$ cat src/rtl/regwrite_arbiter.sv
// Register-file write arbiter: three requesters share one write port; the winner gets a one-cycle grant slot.
// Latency: 1 cycle from sampled req to gnt/wr_en/wr_addr/wr_data; all outputs registered.
// Backpressure: after each grant the block is busy for one cycle (max one write per 2 cycles); losers stay pending and withdrawn requests are dropped.
// Build option: define REGWRITE_ARBITER_ROUND_ROBIN_EN for round-robin arbitration (default fixed priority 0 > 1 > 2).
module regwrite_arbiter (
    input  logic        clk,
    input  logic        reset,
    input  logic [2:0]  req,
    input  logic [4:0]  addr0,
    input  logic [4:0]  addr1,
    input  logic [4:0]  addr2,
    input  logic [31:0] data0,
    input  logic [31:0] data1,
    input  logic [31:0] data2,
    output logic [2:0]  gnt,
    output logic        wr_en,
    output logic [4:0]  wr_addr,
    output logic [31:0] wr_data,
    output logic        busy
);

    typedef enum logic {
        IDLE  = 1'b0,
        GRANT = 1'b1
    } state_t;

    state_t      state_q, state_d;
    logic [2:0]  gnt_q, gnt_d;
    logic        wr_en_q, wr_en_d;
    logic [4:0]  wr_addr_q, wr_addr_d;
    logic [31:0] wr_data_q, wr_data_d;

    // One-hot winner among the current requests (zero when nobody requests)
    logic [2:0]  win;
    logic [4:0]  sel_addr;
    logic [31:0] sel_data;

`ifdef REGWRITE_ARBITER_ROUND_ROBIN_EN
    // Rotation pointer: requester with highest priority on the next arbitration
    logic [1:0] ptr_q, ptr_d;

    // Round-robin pick: scan p, p+1, p+2 (mod 3) and take the first requester
    always_comb begin
        win = 3'b000;
        case (ptr_q)
            2'd1: begin
                if (req[1])      win = 3'b010;
                else if (req[2]) win = 3'b100;
                else if (req[0]) win = 3'b001;
            end
            2'd2: begin
                if (req[2])      win = 3'b100;
                else if (req[0]) win = 3'b001;
                else if (req[1]) win = 3'b010;
            end
            default: begin
                if (req[0])      win = 3'b001;
                else if (req[1]) win = 3'b010;
                else if (req[2]) win = 3'b100;
            end
        endcase
    end

    // Pointer moves to the requester just after the winner, only when a grant is issued
    always_comb begin
        ptr_d = ptr_q;
        if (state_q == IDLE && req != 3'b000) begin
            if (win[0])      ptr_d = 2'd1;
            else if (win[1]) ptr_d = 2'd2;
            else             ptr_d = 2'd0;
        end
    end

    // Pointer register, cleared by reset
    always_ff @(posedge clk or posedge reset) begin
        if (reset) begin
            ptr_q <= 2'd0;
        end else begin
            ptr_q <= ptr_d;
        end
    end
`else
    // Fixed priority pick: requester 0 beats 1 beats 2; no pointer state
    always_comb begin
        win    = 3'b000;
        win[0] = req[0];
        win[1] = req[1] & ~req[0];
        win[2] = req[2] & ~req[1] & ~req[0];
    end
`endif

    // Steer the winner's address and data toward the write port registers
    always_comb begin
        sel_addr = addr0;
        sel_data = data0;
        if (win[1]) begin
            sel_addr = addr1;
            sel_data = data1;
        end else if (win[2]) begin
            sel_addr = addr2;
            sel_data = data2;
        end
    end

    // Next-state and registered-output values; GRANT always lasts one cycle
    always_comb begin
        state_d   = state_q;
        gnt_d     = 3'b000;
        wr_en_d   = 1'b0;
        wr_addr_d = wr_addr_q;
        wr_data_d = wr_data_q;
        case (state_q)
            IDLE: begin
                if (req != 3'b000) begin
                    state_d   = GRANT;
                    gnt_d     = win;
                    // Register 0 is hard-wired: the grant is honoured but nothing is written
                    wr_en_d   = (sel_addr != 5'd0);
                    wr_addr_d = sel_addr;
                    wr_data_d = sel_data;
                end
            end
            GRANT: begin
                state_d = IDLE;
            end
            default: begin
                state_d = IDLE;
            end
        endcase
    end

    // State and output registers; reset aborts any write in flight
    always_ff @(posedge clk or posedge reset) begin
        if (reset) begin
            state_q   <= IDLE;
            gnt_q     <= 3'b000;
            wr_en_q   <= 1'b0;
            wr_addr_q <= 5'd0;
            wr_data_q <= 32'd0;
        end else begin
            state_q   <= state_d;
            gnt_q     <= gnt_d;
            wr_en_q   <= wr_en_d;
            wr_addr_q <= wr_addr_d;
            wr_data_q <= wr_data_d;
        end
    end

    assign gnt     = gnt_q;
    assign wr_en   = wr_en_q;
    assign wr_addr = wr_addr_q;
    assign wr_data = wr_data_q;
    assign busy    = (state_q == GRANT);

endmodule
$ cat config.mk
export PLATFORM = sky130hd
export DESIGN_NAME = regwrite_arbiter
export DESIGN_NICKNAME = d
export VERILOG_FILES = /design/src/rtl/regwrite_arbiter.sv
export SDC_FILE = /design/constraint.sdc
export NUM_CORES = 1
export LEC_CHECK = 0
export ABC_CLOCK_PERIOD_IN_PS = 1500
export BUFFER_PORTS_ARGS = -buffer_cell sky130_fd_sc_hd__buf_2
export CAP_MARGIN = 20
export CELL_PAD_IN_SITES_DETAIL_PLACEMENT = 0
export CELL_PAD_IN_SITES_GLOBAL_PLACEMENT = 1
export CORE_MARGIN = 4
export CORE_UTILIZATION = 29
export CTS_BUF_LIST = sky130_fd_sc_hd__clkbuf_4 sky130_fd_sc_hd__clkbuf_8 sky130_fd_sc_hd__clkbuf_16
export DETAILED_ROUTE_END_ITERATION = 10
export PLACE_DENSITY = 0.8
export SYNTH_ARGS = -nofsm -noshare
export SYNTH_HDL_FRONTEND = slang
export SYNTH_SLANG_ARGS = --single-unit
$ cat constraint.sdc
create_clock -name clk -period 1.5 [get_ports clk]
set_input_delay 0.075 -clock clk [delete_from_list [all_inputs] [get_ports clk]]
set_output_delay 0.075 -clock clk [all_outputs]
set_load 0.01 [all_outputs]
Word-level counts from Yosys, hierarchy flattened. Cells that the tools add are included.

Add/subtract/negate cells: 0. Multipliers: 0. Div/mod/pow operators: 0. $lt $le $gt $ge: 0. Equal/unequal tests: 0. Shifts and indexed selects: 0. Multiplexer cells: 10. Bitwise gates (word level): 6. Reductions and logical operators: 3.

Operators with widths (number): 32-bit 2-to-1 mux (2); 5-bit 2-to-1 mux (2); 3-bit 2-to-1 mux (2); 5-bit nonzero test (1); 1-bit bitwise AND (3); 1-bit 2-to-1 mux (3); 1-bit inverter (3); 3-bit nonzero test (1); 1-bit case mux with 2 select lines (1); 2-bit AND reduction (1).

Bits in registers: 42. Latch bits: 0. Memory bits (writable): 0. ROM bits: 0. Bits of input ports: 116. Output and inout port bits: 42. Logic and storage cells: 24. Memories: 0.

Depth between registers and ports, before layout.
Depth after elaboration: 8. Gate-level depth with buffers: 7. Gate-level depth less buffers: 4.

Least setup slack after synthesis. OpenSTA, ideal clock, no wires.

Path type: register -> register. Start point: register state_q (netlist: busy). End point: register wr_data_q[28] (netlist: wr_data[28]). Library setup time: 132 ps. Arrival time: 1093 ps. Required time: 1368 ps. Path slack: 275 ps. Cell stages (with the launch flop): 6. Buffers on the path: 2. Clock period less this slack: 1225 ps. Cell sequence: dfrtp_1 > or2_4 > buf_6 > buf_2 > nand2_1 > o21ai_1.

Cells in the longest elaborated chain, start to end: 2.

RTL lines: start: declaration (RTL line 27) `state_t state_q, state_d;`; start signal: assignment (RTL line 141) `state_q <= state_d;`; 1-bit inverter (no source line); 2-bit AND reduction (no source line); end signal: assignment (RTL line 145) `wr_data_q <= wr_data_d;`; end: declaration (RTL line 31) `logic [31:0] wr_data_q, wr_data_d;`.

Every way passes these cells. A chain may end at the register's enable or synchronous reset.

Final worst setup path.
Start point: register state_q (netlist: busy). End point: register wr_data_q[18] (netlist: wr_data[18]).

Same word-level chain as after synthesis.

==> flow_summary.ini <==
[outcome]
status = complete, no violations

[power_and_ir_drop]
p_leak_nw = 1.68
ir_drop_uv = 384
powerDensity_mw_per_mm2 = 1050

[placed_design]
portBuffers = 157
gp_congestion = 0.770
dp_hpwl_um = 5770
place_area_sq_mm = 0.00327

[synth]
synth_edf_count = 0
synthTopCellsByCount = 69 x nand2_1, 65 x a21oi_1, 42 x dfrtp_1
ys_types = 26
synth_top_area_share_pct = 43.8
syn_avg_cell_area_sq_um = 8.10
synthTopCellsByArea = dfrtp_1 44%, a21oi_1 14%, nand2_1 11%, nand3b_1 10%, o21ai_1 7.7%
netlist_area_sq_mm = 0.00240
synth_top_cell_by_area = dfrtp_1
synthCells = 296
yosysSeqAreaShare_pct = 43.8
ys.warnings.count = 0
synth.most_common_cell = nand2_1
synth_async_sr_flop_share_pct = 100
ys_ff_latch = 42
synth-main-ff-cell = dfrtp_1
syn-num-nets = 412

[hold_path]
min-delay-start = data0[29]
hold_path_class = primary input to flip-flop

[finish]
syn_to_final_growth_pct = 41.8
utilization_pct = 43.1
layout-drive-gt1-share_pct = 40.2
diodes = 0
multi_input_area_sq_mm = 0.00119
seq_area_sq_mm = 0.00105
fill_cells = 818
final_nets = 560
fin_area_sq_mm = 0.00340

[floorplanning]
initial_core_util_pct = 30.4
core_area_sq_mm = 0.00789
fp.dieArea_sq_mm = 0.00979
placementRows = 32
die_h_um = 98.9
pin_count = 158
chipWidth_um = 98.9

[timing]
fmaxAchievable_ghz = 0.832
clock-skew-final_ps = 4.34
timing.final.crit_share_pct = 80.2
min_period_ps = 1200
report.final.setup_viol = 0
hold_ws_ps = 51.3
rsz0062_at_grt = no
drv_slew = 0
setup_tns_ps = 0
max_slew_margin_pct = 75.5
worst_pin_slew_ps = 367
finalHoldViolations = 0

[detailed_routing]
dr.pass1.iters = 4
viasPerCell = 4.65
drt-wirelength-per-cell_um = 13.3
drcViolationCount = 0
finalWirelength_um = 7300
drtIter0Drc = 58
detail-route-antenna-nets = 0
vias = 2542

[global_route]
grt_pass1_vias = 2570
grt_pass1_wl_um = 11900
grt-ovfl-total = 0
grt_busiest_layer = met2
grt_max_degree = 39
antenna_found_initial = 0
grt_util_met3_pct = 5.66
track_usage_pct = 14.6
met2_usage_pct = 24.9
use_met1_pct = 17.5

[clock_tree]
cts_buffers = 5
clkTransAtPathRegs_ps = 80
cts_setup_buffers = 0
insertion_delay_ps = 290
clockBufferDepth = 2
cts.sinks = 42
cts_resized = 0
htreeDepth = 2
cts_root_buf = clkbuf_8
cts_tree = built

[setup_path]
crit_type = flip-flop to flip-flop
r2r-start = busy
setup.worst_path.start = busy
worstPathArrival_ps = 1380
end_kind = flip-flop
critPathRequiredTime_ps = 1670
cp_max_fo = 35
worstSetupStartpointType = flip-flop

[job]
drv_cap = 0
## cell usage in the layout (no fill, tap or decap), drive strengths merged, types with 2 or more instances in the layout
| master | netlist | final |
|---|---|---|
| o21ai | 37 | 37 |
| nand3b | 32 | 32 |
| dfrtp | 42 | 42 |
| clkbuf | 9 | 7 |
| nand2 | 69 | 69 |
| a21oi | 65 | 65 |
| nor2b | 3 | 3 |
| buf | 18 | 167 |
| inv | 2 | 2 |
| or4b | 3 | 3 |
| o221ai | 3 | 3 |
## through the flow
step           instances  power, mW  worst slack (ps)
6_report             547       3.56               298
5_1_grt              547       3.83               220
4_1_cts              547       3.64               289
3_5_place_dp         538       2.71               246
3_3_place_gp         538       2.68               265
2_1_floorplan        296       2.15               275
## cell families after synthesis
family                 synth area share (%)
AND/OR/NAND/NOR                        25.2
buffers and inverters                  6.52
AO/OA/AOI/OAI                          24.4
flip-flops                             43.8
## final cells by class
type	count	area share [%]
clock buffer	7	2.47
inverter	2	0.221
clock inverter	1	0.884
sequential	42	30.9
timing repair buffer	168	26.7
multi-input combinational	225	35.0
tap	102	3.76
## per-layer routing
layer	wire, um	share of wire [%]
met1	3060	42
met2	3460	47
met3	718	9.8
met4	55	0.75
met5	0	0
## final timing paths
| kind | slack, ps | to | depth (start not counted) |
|---|---|---|---|
| max reg2reg | 300 | wr_data[18] | 4 |
| min in group asynchronous | 300 | wr_data[27] | 3 |
| min reg2reg | 480 | wr_data[22] | 2 |
| min | 50 | wr_data[29] | 3 |
| max | 300 | wr_data[18] | 4 |
| max in group asynchronous | 730 | wr_data[12] | 4 |
## critical path: stages (launching register included)
cell and delay (ps):
dfrtp_1 420, or2_4 340, buf_12 190, nand2_1 80, o21ai_1 60
## power breakdown
group / internal [mW] / switching (mW) / leakage (nW) / total [mW]
Combinational: 0.521 / 0.636 / 1.10 / 1.16
Sequential: 1.38 / 0.125 / 0.521 / 1.51
Clock: 0.534 / 0.362 / 0.0593 / 0.896
## flip-flops by register name (all words and copies together) (netlist names)
register and flops:
gnt 3, wr_addr 5, wr_en 1, wr_data 32, busy 1
## timing repair
item	4_1_cts	5_1_grt
setup endpoints to repair	0	0
hold endpoints to repair	15	0
hold buffers	1	0
Power figures use the tool's default switching activity.
